File: config.mk
export PLATFORM = sky130hd
export DESIGN_NAME = axi_rr_arbiter_rab
export DESIGN_NICKNAME = d
export VERILOG_FILES = /design/src/rtl/axi_rab_arb_pkg.sv /design/src/rtl/rr_pick_rab.sv /design/src/rtl/axi_rr_arbiter_rab.sv
export SDC_FILE = /design/constraint.sdc
export NUM_CORES = 1
export LEC_CHECK = 0
export CORE_MARGIN = 2
export CORE_UTILIZATION = 30
export DETAILED_ROUTE_END_ITERATION = 7
export GPL_TIMING_DRIVEN = 0
export HOLD_SLACK_MARGIN = 0.06
export PLACE_DENSITY = 0.88
export SLEW_MARGIN = 15
export SYNTH_ARGS = -nofsm -noshare
export SYNTH_HDL_FRONTEND = slang
export SYNTH_SLANG_ARGS = --single-unit
File: constraint.sdc
create_clock -name clk -period 4.75 [get_ports clk]
set_input_delay 0.95 -clock clk [delete_from_list [all_inputs] [get_ports clk]]
set_output_delay 0.95 -clock clk [all_outputs]
set_load 0.01 [all_outputs]
File: src/rtl/axi_rab_arb_pkg.sv
// -----------------------------------------------------------------------------
// axi_rab_arb_pkg
// Shared definitions for the RAB input-side round-robin arbiters:
//   - arb_state_e : two-state grant FSM encoding (ARB_IDLE, ARB_BUSY)
//   - rr_next()   : circular "first set bit after pointer" search
//   - default parameter constants for the arbiter top level
// No ports (package).
// -----------------------------------------------------------------------------
package axi_rab_arb_pkg;

    // Default configuration of axi_rr_arbiter_rab
    localparam int ARB_NUM_IN_DEF     = 4;
    localparam int ARB_LOG_NUM_IN_DEF = 2;
    localparam int ARB_DATA_WIDTH_DEF = 32;

    // Upper bound of requesters the shared search function supports
    localparam int RR_MAX_IN  = 32;
    localparam int RR_MAX_LOG = 5;
    // One extra bit so pointer + offset (up to 2*RR_MAX_IN-1) never wraps
    localparam int RR_CNT_W   = RR_MAX_LOG + 1;

    typedef enum logic [0:0] {
        ARB_IDLE = 1'b0,
        ARB_BUSY = 1'b1
    } arb_state_e;

    typedef struct packed {
        logic                  any;
        logic [RR_MAX_LOG-1:0] idx;
    } rr_pick_t;

    // Circular search: first index i with valid[i]=1, starting at ptr+1 and
    // wrapping from num-1 back to 0. The requester at ptr itself is visited
    // last, which gives it the lowest priority.
    function automatic rr_pick_t rr_next(
        input logic [RR_MAX_IN-1:0]  valid,
        input logic [RR_MAX_LOG-1:0] ptr,
        input logic [RR_CNT_W-1:0]   num
    );
        rr_pick_t              res;
        logic [RR_CNT_W-1:0]   sum;
        logic [RR_CNT_W-1:0]   cand;
        logic                  take;
        res.any = 1'b0;
        res.idx = '0;
        for (int k = 1; k <= RR_MAX_IN; k++) begin
            sum     = {1'b0, ptr} + RR_CNT_W'(k);
            cand    = (sum >= num) ? (sum - num) : sum;
            take    = (RR_CNT_W'(k) <= num) && !res.any && valid[cand[RR_MAX_LOG-1:0]];
            res.idx = take ? cand[RR_MAX_LOG-1:0] : res.idx;
            res.any = res.any | take;
        end
        return res;
    endfunction

endpackage

File: src/rtl/rr_pick_rab.sv
// -----------------------------------------------------------------------------
// rr_pick_rab
// Combinational round-robin priority picker, reusable by the RAB arbiters.
// Ports:
//   req    [NUM_IN]      request vector
//   rr_ptr [LOG_NUM_IN]  index of the last served requester (lowest priority)
//   idx    [LOG_NUM_IN]  first requesting index after rr_ptr (circular)
//   any    1             at least one request is pending
// -----------------------------------------------------------------------------
module rr_pick_rab
    import axi_rab_arb_pkg::*;
#(
    parameter int NUM_IN     = ARB_NUM_IN_DEF,
    parameter int LOG_NUM_IN = ARB_LOG_NUM_IN_DEF
) (
    input  logic [NUM_IN-1:0]     req,
    input  logic [LOG_NUM_IN-1:0] rr_ptr,
    output logic [LOG_NUM_IN-1:0] idx,
    output logic                  any
);

    localparam logic [RR_CNT_W-1:0] NUM_W = RR_CNT_W'(NUM_IN);

    logic [RR_MAX_IN-1:0]  req_ext_s;
    logic [RR_MAX_LOG-1:0] ptr_ext_s;
    rr_pick_t              pick_s;
    logic                  unused_idx_s;

    // Widen to the search function's fixed width and run the circular search
    always_comb begin
        req_ext_s                 = '0;
        req_ext_s[NUM_IN-1:0]     = req;
        ptr_ext_s                 = '0;
        ptr_ext_s[LOG_NUM_IN-1:0] = rr_ptr;
        pick_s                    = rr_next(req_ext_s, ptr_ext_s, NUM_W);
        idx                       = pick_s.idx[LOG_NUM_IN-1:0];
        any                       = pick_s.any;
    end

    // Upper index bits are always zero for NUM_IN below the search bound
    assign unused_idx_s = ^pick_s.idx;

endmodule

File: src/rtl/axi_rr_arbiter_rab.sv
// -----------------------------------------------------------------------------
// axi_rr_arbiter_rab
// Round-robin arbiter sharing one downstream RAB input buffer between NUM_IN
// upstream valid/ready/data requesters. One requester is granted at a time;
// the granted source ID is reported on out_id for response routing.
//
// Configuration macro: AXI_RR_ARB_BURST_LOCK_EN
//   defined   : grant held for a whole burst, released on the handshake of
//               the beat with last=1 (beats of different bursts never mix)
//   undefined : grant released after every handshake (per-beat round robin);
//               in_last is only passed through to out_last
//
// Ports:
//   clk        1                  clock, rising edge
//   rst        1                  synchronous active-high reset
//   in_valid   NUM_IN             per-requester beat valid
//   in_data    NUM_IN*DATA_WIDTH  packed payloads, requester i at [i*DW +: DW]
//   in_last    NUM_IN             per-requester last beat of burst
//   in_ready   NUM_IN             per-requester ready (only the granted one)
//   out_valid  1                  beat valid to buffer
//   out_data   DATA_WIDTH         payload to buffer
//   out_last   1                  last flag to buffer
//   out_id     LOG_NUM_IN         index of the granted requester
//   out_ready  1                  buffer not full
//   busy       1                  a grant is active
//
// Arbitration costs one IDLE cycle; in BUSY the granted requester is passed
// through combinationally with no added latency.
// -----------------------------------------------------------------------------
module axi_rr_arbiter_rab
    import axi_rab_arb_pkg::*;
#(
    parameter int NUM_IN     = ARB_NUM_IN_DEF,
    parameter int LOG_NUM_IN = ARB_LOG_NUM_IN_DEF,
    parameter int DATA_WIDTH = ARB_DATA_WIDTH_DEF
) (
    input  logic                         clk,
    input  logic                         rst,
    input  logic [NUM_IN-1:0]            in_valid,
    input  logic [NUM_IN*DATA_WIDTH-1:0] in_data,
    input  logic [NUM_IN-1:0]            in_last,
    output logic [NUM_IN-1:0]            in_ready,
    output logic                         out_valid,
    output logic [DATA_WIDTH-1:0]        out_data,
    output logic                         out_last,
    output logic [LOG_NUM_IN-1:0]        out_id,
    input  logic                         out_ready,
    output logic                         busy
);

    // Pointer starts at the highest index so requester 0 wins the first round
    localparam logic [LOG_NUM_IN-1:0] PTR_RESET = LOG_NUM_IN'(NUM_IN - 1);

    arb_state_e              state_r;
    arb_state_e              state_nxt_s;
    logic [LOG_NUM_IN-1:0]   grant_r;
    logic [LOG_NUM_IN-1:0]   grant_nxt_s;
    logic [LOG_NUM_IN-1:0]   rr_ptr_r;
    logic [LOG_NUM_IN-1:0]   rr_ptr_nxt_s;

    logic [LOG_NUM_IN-1:0]   pick_idx_s;
    logic                    pick_any_s;

    logic                    sel_valid_s;
    logic                    sel_last_s;
    logic [DATA_WIDTH-1:0]   sel_data_s;
    logic                    handshake_s;
    logic                    release_s;

    rr_pick_rab #(
        .NUM_IN     (NUM_IN),
        .LOG_NUM_IN (LOG_NUM_IN)
    ) u_pick (
        .req    (in_valid),
        .rr_ptr (rr_ptr_r),
        .idx    (pick_idx_s),
        .any    (pick_any_s)
    );

    // Select the granted requester's beat for pass-through
    always_comb begin
        sel_valid_s = in_valid[grant_r];
        sel_last_s  = in_last[grant_r];
        sel_data_s  = in_data[int'(grant_r)*DATA_WIDTH +: DATA_WIDTH];
    end

    // Grant FSM next state and all outputs
    always_comb begin
        state_nxt_s  = state_r;
        grant_nxt_s  = grant_r;
        rr_ptr_nxt_s = rr_ptr_r;
        out_valid    = 1'b0;
        out_data     = '0;
        out_last     = 1'b0;
        out_id       = '0;
        in_ready     = '0;
        busy         = 1'b0;
        handshake_s  = 1'b0;
        release_s    = 1'b0;
        case (state_r)
            ARB_IDLE: begin
                // One-cycle arbitration; nothing is transferred here
                if (pick_any_s) begin
                    grant_nxt_s = pick_idx_s;
                    state_nxt_s = ARB_BUSY;
                end else begin
                    state_nxt_s = ARB_IDLE;
                end
            end
            ARB_BUSY: begin
                busy              = 1'b1;
                out_id            = grant_r;
                out_valid         = sel_valid_s;
                out_data          = sel_data_s;
                out_last          = sel_last_s;
                // Ready depends only on grant state and out_ready, never on
                // the requester's own valid
                in_ready[grant_r] = out_ready;
                handshake_s       = sel_valid_s & out_ready;
`ifdef AXI_RR_ARB_BURST_LOCK_EN
                release_s         = handshake_s & sel_last_s;
`else
                release_s         = handshake_s;
`endif
                // Without a releasing handshake everything holds, including
                // gaps where the granted valid drops between beats
                if (release_s) begin
                    rr_ptr_nxt_s = grant_r;
                    state_nxt_s  = ARB_IDLE;
                end else begin
                    state_nxt_s  = ARB_BUSY;
                end
            end
            default: begin
                state_nxt_s = ARB_IDLE;
            end
        endcase
    end

    // State, grant and round-robin pointer registers with synchronous reset
    always_ff @(posedge clk) begin
        if (rst) begin
            state_r  <= ARB_IDLE;
            grant_r  <= '0;
            rr_ptr_r <= PTR_RESET;
        end else begin
            state_r  <= state_nxt_s;
            grant_r  <= grant_nxt_s;
            rr_ptr_r <= rr_ptr_nxt_s;
        end
    end

endmodule
==> results of run 1 <==
[through the flow]
step	cells	instance area, um^2	total power, W
6_report	396	3480	0.000701
4_1_cts	396	3480	0.000707
3_5_place_dp	392	3430	0.000624
5_1_grt	396	3480	0.000748
3_3_place_gp	392	3430	0.000611
2_1_floorplan	143	1560	0.000356
[flip-flops by register name, summed over array words and instances, names as in the netlist]
signal    flops
grant_r       2
rr_ptr_r      2
state_r       1
[kinds of logic (layout without fill, tap and decap cells)]
group           count (synthesis)  in the layout
compound gates                 14             14
xor+xnor                        1              1
fa+ha+maj                       5              5
buf+inv                        19            202
flops                           5              5
mux                            39             39
simple gates                   60             60
[area by class of cell]
type                       count  area, um^2  area share
buffer                        13        66.3      0.0191
tap                           70        87.6      0.0252
timing repair buffer         179        1790       0.515
inverter                       6        22.5     0.00647
clock buffer                   4        45.0      0.0129
sequential                     5         100      0.0288
multi-input combinational    119        1370       0.393
[worst max path at each step]
stage	endpoint	depth (start not counted)	startpoint	slack, ns
2_1_floorplan	out_valid	2	in_valid[3]	2.20
3_3_place_gp	out_valid	4	in_valid[0]	1.25
3_5_place_dp	out_valid	4	in_valid[1]	1.23
4_1_cts	out_valid	4	in_valid[1]	1.23
5_1_grt	out_valid	4	in_valid[1]	1.18
6_report	out_valid	4	in_valid[1]	1.22
[cell usage in the layout, fill, tap and decap left out, types with 3 or more instances in the layout]
cell type	n
sky130_fd_sc_hd__dfxtp_1	5
sky130_fd_sc_hd__ha_1	5
sky130_fd_sc_hd__nand2_1	3
sky130_fd_sc_hd__a21oi_1	3
sky130_fd_sc_hd__and2_1	36
sky130_fd_sc_hd__clkbuf_8	3
sky130_fd_sc_hd__buf_2	5
sky130_fd_sc_hd__mux2i_1	4
sky130_fd_sc_hd__mux4_2	35
sky130_fd_sc_hd__nor3_1	4
sky130_fd_sc_hd__clkbuf_1	7
sky130_fd_sc_hd__nor2_1	9
sky130_fd_sc_hd__inv_1	6
sky130_fd_sc_hd__clkdlybuf4s50_1	179
[worst max-delay path, stage by stage]
cell                              delay (ns)
sky130_fd_sc_hd__clkdlybuf4s50_1        0.49
sky130_fd_sc_hd__mux4_2                 0.49
sky130_fd_sc_hd__and2_1                 0.17
sky130_fd_sc_hd__clkdlybuf4s50_1        0.47
[metal layers]
| metal | global-route usage | wire [um] | part of all wire |
|---|---|---|---|
| met5 | 0 | 0 | 0 |
| met4 | 0.0945 | 236 | 0.034 |
| met3 | 0.0746 | 683 | 0.097 |
| met2 | 0.458 | 3690 | 0.53 |
| met1 | 0.251 | 2400 | 0.34 |
[power breakdown]
part	internal, W	switching, W
Sequential	0.0000485	0.00000923
Combinational	0.000359	0.000205
Clock	0.0000577	0.0000217
==> impl_summary.md, run 1 <==
Critical path
The worst register-to-register path begins at rr_ptr_r[0]$_SDFFE_PP1P_. The count of cells along the worst register-to-register path is 8. The arrival time reported for the critical path endpoint is 2.58 ns.

STA classifies the critical path endpoint as a primary output. Across all register-to-register paths, the minimum setup slack is 2.51 ns. In this run the critical register-to-register path is captured at grant_r[0]$_SDFFE_PP0P_.

In this run the worst path has a maximum fanout of 5. The worst setup path is of the input pin to primary output kind. The startpoint class of the critical path is an input pin. For the worst setup path, the data required time is 3.80 ns.

Placement
The count of input and output buffers is 179. Once detailed placement completed, the half-perimeter wirelength came to 6100 um. The final estimated routing congestion in global placement is 0.928. Before CTS, the worst setup slack after placement is 1.23 ns.

Synthesis
The most instantiated library cell after synthesis is sky130_fd_sc_hd__and2_1. For this run, asynchronously set or reset flops after synthesis account for 0. Measured against the total synthesized area, the mux share comes to 0.533.

The share of the Yosys chip area taken by registers is 0.0644. The gate count after technology mapping is 143. The number of register bits inferred by synthesis is 5. The XOR/XNOR share of the synthesized area is 0.00563. The post-synthesis compound-gate area fraction is 0.0821. The commonest cells after synthesis are sky130_fd_sc_hd__and2_1 (36), sky130_fd_sc_hd__mux4_2 (35), sky130_fd_sc_hd__nor2_1 (9).

Ranked by total cell area, the synthesized netlist is headed by sky130_fd_sc_hd__mux4_2 (51%), sky130_fd_sc_hd__and2_1 (14%), sky130_fd_sc_hd__dfxtp_1 (6.4%), sky130_fd_sc_hd__ha_1 (4.0%), sky130_fd_sc_hd__mux2i_1 (2.6%). Of all cell types, the one taking the most synthesized area is sky130_fd_sc_hd__mux4_2. The number of synthesis warnings is 0. The prevailing post-synth register cell is sky130_fd_sc_hd__dfxtp_1. Counting flops with a built-in enable in the synthesized netlist gives 0.

The synthesized area per cell is 10.9 um^2. Of the total synthesized cell area, the portion taken by full adders, half adders and majority gates is 0.0402. The distinct cell type count of the synthesized netlist is 31.

Counting every net in the synthesized netlist gives 287. The main combinational cell family by area after synthesis is multiplexers. The combined area of all synthesized cells is 1560 um^2. Of the post-synthesis cell area, the dominant cell type holds 0.507. The simple-gate share of the synthesized area is 0.218.

Outcome
The flow ran to the end, and the final reports show no timing, DRC or antenna violations.

Power and ir drop
Across the VDD grid, the largest voltage drop is 0.104 mV. The total power per unit cell area is 201 nW/um^2. The analysis attributes to cell leakage a power of 1.28 nW.

Min path
The tightest min-delay check is of the flop to flop type. The number of cells on the worst hold path is 1. The worst hold path startpoint is rr_ptr_r[1]$_SDFFE_PP1P_. The worst hold path terminates at rr_ptr_r[1]$_SDFFE_PP1P_.

Clock tree
TritonCTS built the clock tree. The total of cells resized after clock tree synthesis is 0. After clock tree synthesis, the clock-pin slew on the worst setup and hold paths is 0.04 ns. For this design, the CTS-stage hold fixing added 0 buffers. The number of sinks handled by clock tree synthesis is 5.

In this run the post-CTS setup repair buffer count came out at 0. The CTS H-tree depth is 1. The TritonCTS buffer count is 3. The clock insertion delay at the later pin of the skew report is 0.22 ns. The cell sitting at the root of the clock tree is a sky130_fd_sc_hd__clkbuf_8.

The clock passes through at most 2 buffers.

Detailed routing
The length of the first detailed-routing pass in iterations is 6. The via count of the routed design is 2053. In the routed layout, each cell is associated on average with a via count of 5.18. The count of unresolved DRC violations after routing is 0. In the final routed layout, each cell accounts on average for 17.7 um.

The detailed router finished its first iteration with 72 violations. The wire length after detailed routing is 7010 um. The final antenna-violating net count is 0.

Timing
Setup violations remaining at the end of the flow were counted as 0. Setup repair after global routing left no endpoint under its margin. The normalized max-slew margin is 0.598. At the pin with the least slew margin, the transition time is 0.603 ns.

For the final database, setup skew stands at 0.00240 ns. Across all hold checks on the routed design, the worst slack comes to 0.650 ns. The summed negative setup slack over all endpoints is 0 ns. For this run, the top clock speed supported by timing is 0.284 GHz.

After layout, the worst setup slack is 1.22 ns. The hold violation total from the final report is 0. The count of pins over their slew limit is 0.

The post-route minimum period is 3.53 ns. Dividing the final minimum period by the clock period gives 0.742.

Cells and area
The final core utilization is 0.690. The repair_antennas step left the layout with diodes totalling 0. The fraction of final layout cells with drive strength greater than 1 is 0.147. The area growth from synthesis to layout is 124%. The number of nets in the layout is 471.

The filler cell count in the final layout is 380.

Global route
The via count of the first global-routing pass is 2250. In the global route stage, overall resource usage came out at 0.243. The overflow left after global routing is 0. The largest net degree at the start of global routing is 11. The first global-routing pass estimated 11100 um of wire. The initial antenna violation count is 0.

Floorplan
The starting utilization of the core area is 0.308. The width of the chip is 76 um. The number of rows in the core area is 26. Pin placement for this block handled 180 I/O pins. The die outline area is 5780 um^2.

The y dimension of the die is 76 um. The area of the core is 5040 um^2.

Run
Max-cap violations in this run came to 0.
(Power assumes the default switching activity.)
==> run 2, diff against run 1 <==
--- a/config.mk
+++ b/config.mk
@@ -6,11 +6,11 @@
 export NUM_CORES = 1
 export LEC_CHECK = 0
 export CORE_MARGIN = 2
-export CORE_UTILIZATION = 30
+export CORE_UTILIZATION = 25
 export DETAILED_ROUTE_END_ITERATION = 7
 export GPL_TIMING_DRIVEN = 0
 export HOLD_SLACK_MARGIN = 0.06
-export PLACE_DENSITY = 0.88
+export PLACE_DENSITY = 0.78
 export SLEW_MARGIN = 15
 export SYNTH_ARGS = -nofsm -noshare
 export SYNTH_HDL_FRONTEND = slang
==> constraint.sdc (replaced) <==
create_clock -name clk -period 3 [get_ports clk]
set_input_delay 0.6 -clock clk [delete_from_list [all_inputs] [get_ports clk]]
set_output_delay 0.6 -clock clk [all_outputs]
set_load 0.01 [all_outputs]
==> run 2 against run 1 <==
Clock skew down 0.0019 ns. Total power up 58%. Sequential share of layout area about the same. Count of clock-buffer cells in the layout unchanged. Register-to-register slack worse by 1.8 ns. Global-route usage down 4.2 points. Sequential power up 60%. Combinational power up 58%.
==> impl_summary.md, run 2 (synthesis gave the netlist of run 1 again) <==
Outcome
The run finished with clean final reports.

Cells and area
The fraction of final layout cells with drive strength greater than 1 was 0.150 (+0.00307). The combined area of the multi-input logic cells is 1370 um^2 (unchanged). The library cells used most frequently in the layout, excluding fill and tap cells, are sky130_fd_sc_hd__clkdlybuf4s50_1 (179), sky130_fd_sc_hd__and2_1 (36), sky130_fd_sc_hd__mux4_2 (35). In the final layout, the registers with the most flip-flops are grant_r x2, rr_ptr_r x2, state_r x1. The filler cell count in the final layout is 544 (+43%). The final core utilization is 0.587 (-0.104). The leading cell type in the layout, fill and taps excluded is sky130_fd_sc_hd__clkdlybuf4s50_1.

The layout-stage area growth over the synthesis result is 125%. The diode insertion count for antenna repair is 0 (unchanged). The total area of sequential cells is 100 um^2 (unchanged). The number of nets in the layout came to 471 (unchanged).

The area of all placed cells without fillers was 3490 um^2 (+0.40%).

Global route
The combined global-route utilization of all metal layers was 0.202 (-0.0415). The via count of the first global-routing pass came to 2238 (-0.53%). The wire length of the first global-routing pass came to 11100 um (unchanged). The most used routing layer is met2.

The initial antenna violation count is 0 (unchanged). The overflow left after global routing is 0 (unchanged). The met2 demand-to-capacity share in global routing is 0.392 (-0.0658). The largest net degree at the start of global routing is 11 (unchanged). The met3 capacity usage during global routing is 0.0586 (-0.0160).

The met1 demand-to-capacity share in global routing is 0.203 (-0.0480).

Detailed routing
The via density per instance is 4.96 (-4.3%). The length of the first detailed-routing pass in iterations is 3 (-3). The via count of the routed design is 1989 (-3.1%). The count of unresolved DRC violations after routing was 0 (unchanged). The wire length after detailed routing came to 6870 um (-2.0%). The final antenna-violating net count is 0 (unchanged).

The number of DRC markers after the initial detailed-route iteration is 86 (+19%). The routed length per placed instance is 17.1 um (-3.2%).

Timing
Setup repair after global routing left no endpoint under its margin. The number of failing setup endpoints in the final timing report is 0 (unchanged). The summed negative setup slack over all endpoints is 0 ns (unchanged).

The hold violation total from the final report was 0 (unchanged). The clock skew after layout is 0.000527 ns (-0.00187 ns). Dividing the final minimum period by the clock period gives 0.958. The normalized max-slew margin was 0.610 (+0.0125). The count of pins over their slew limit is 0 (unchanged).

For the finished layout, the period the worst path requires is 2.87 ns. The least setup slack across all paths after layout came to 0.125 ns (-1.10 ns). The slew at the pin closest to its max-slew limit is 0.585 ns (-0.0187 ns).

The achievable clock frequency is 0.348 GHz.

Power and ir drop
The leakage power figure is 1.29 nW (+0.35%). The total chip power is 0.00111 W (+58%). The total power per unit cell area was 317 nW/um^2 (+57%). The maximum vdd drop came to 0.134 mV (+28%).

Floorplan
The die outline area is 6870 um^2 (+19%). The y dimension of the die is 82.9 um (+9.0%). The area of the core is 5960 um^2 (+18%). The width of the chip is 82.9 um (+9.0%). The number of rows in the core area is 28 (+7.7%). The count of pins on the block boundary is 180 (unchanged). The starting utilization of the core area is 0.261 (-0.0473).

Critical path
Walking the worst path, the cells encountered are buf_4 -> buf_6 -> mux4_2 -> and2_1 -> clkdlybuf4s50_1. The worst setup path is captured at a primary output. The biggest cell delay along the critical path is 0.51 ns (+0.02 ns). Among all stages on the critical path, the largest delay is contributed by sky130_fd_sc_hd__mux4_2. The largest driver fanout on the critical path is 10 (+5). The critical path is of the flop to primary output type.

STA classifies the critical path startpoint as a flop. The arrival time reported for the critical path endpoint was 2.27 ns (-0.31 ns). The total buffers and inverters traversed by the critical path is 3 (+1). The top cell family by delay on the critical path is buffers and inverters. The data required time at the worst endpoint is 2.40 ns (-1.40 ns).

Min path
The worst hold-check path type is flop to flop.

Clock tree
The setup fix buffers added after clock tree synthesis is 0 (unchanged). The clock tree root driver cell is sky130_fd_sc_hd__clkbuf_8. The TritonCTS buffer count is 3 (unchanged).

The clock insertion delay at the later pin of the skew report is 0.22 ns (about the same). The maximum root-to-sink buffer count is 2 (unchanged). The clock transition at the registers of the reported paths is 0.03 ns (about the same). The clock tree from TritonCTS is built. The CTS H-tree depth is 1 (unchanged). The number of sinks handled by clock tree synthesis is 5 (unchanged).

Run
The number of max-cap violations is 0 (unchanged).

Placement
The pre-CTS setup slack was 0.155 ns (-1.08 ns). The total half-perimeter wirelength after legalization and detailed placement is 6040 um (-1.0%). The total cell area at the placement stage is 3440 um^2 (+0.18%). The count of input and output buffers is 179 (unchanged). The final estimated routing congestion in global placement is 0.834 (-10%).
run 2: cell types whose count changed in the layout (fill, tap and decap cells not counted):
cell / delta
sky130_fd_sc_hd__buf_2: -1
sky130_fd_sc_hd__clkbuf_1: -1
sky130_fd_sc_hd__clkbuf_2: +1
sky130_fd_sc_hd__buf_6: +1
run 2: where the power goes:
| part | leakage, nW | internal, W | switching (W) |
|---|---|---|---|
| combinational | 1.22 | 0.000572 | 0.000318 |
| sequential | 0.0415 | 0.0000768 | 0.0000158 |
| clock | 0.0228 | 0.0000911 | 0.0000321 |
| total | 1.29 | 0.000740 | 0.000366 |
run 2: area by class of cell:
class | instances | share of cell area
Buffer | 13 | 0.0211
Clock buffer | 4 | 0.0129
Inverter | 6 | 0.00645
Multi-Input combinational cell | 119 | 0.391
Sequential cell | 5 | 0.0287
Tap cell | 75 | 0.0269
Timing Repair Buffer | 179 | 0.513
run 2: path summary, 6_finish.rpt:
| path | startpoint | endpoint | slack [ns] | depth (start not counted) |
|---|---|---|---|---|
| worst min register to register | rr_ptr_r[1]$_SDFFE_PP1P_ | rr_ptr_r[1]$_SDFFE_PP1P_ | 0.68 | 1 |
| worst min-delay path | rr_ptr_r[1]$_SDFFE_PP1P_ | rr_ptr_r[1]$_SDFFE_PP1P_ | 0.68 | 1 |
| worst max register to register | rr_ptr_r[0]$_SDFFE_PP1P_ | grant_r[0]$_SDFFE_PP0P_ | 0.71 | 8 |
| worst max-delay path | grant_r[0]$_SDFFE_PP0P_ | out_data[17] | 0.13 | 5 |
run 2: routing by layer:
metal | vias to the layer above | part of all wire
met5 | - | 0
met2 | 112 | 0.55
met4 | 0 | 0.027
met1 | 938 | 0.34
li1 | 922 | -
met3 | 17 | 0.083
run 2: what timing repair did:
| item | in CTS | in global routing |
|---|---|---|
| hold buffers | 0 | 0 |
| gates resized for setup | 1 | 3 |
| setup endpoints to repair | 10 | 11 |
run 2: per-stage QoR:
step,hold slack (ns),std cells
detailed placement,0.664,397
floorplan,0.577,143
global placement,0.630,397
global route,0.718,401
finish,0.684,401
CTS,0.672,401
==> run 3, diff against run 2 <==
--- a/config.mk
+++ b/config.mk
@@ -15,3 +15,4 @@
 export SYNTH_ARGS = -nofsm -noshare
 export SYNTH_HDL_FRONTEND = slang
 export SYNTH_SLANG_ARGS = --single-unit
+export TNS_END_PERCENT = 50
==> results of run 3 <==
Same layout as run 2: the final DEF is identical, and so are final timing and power.
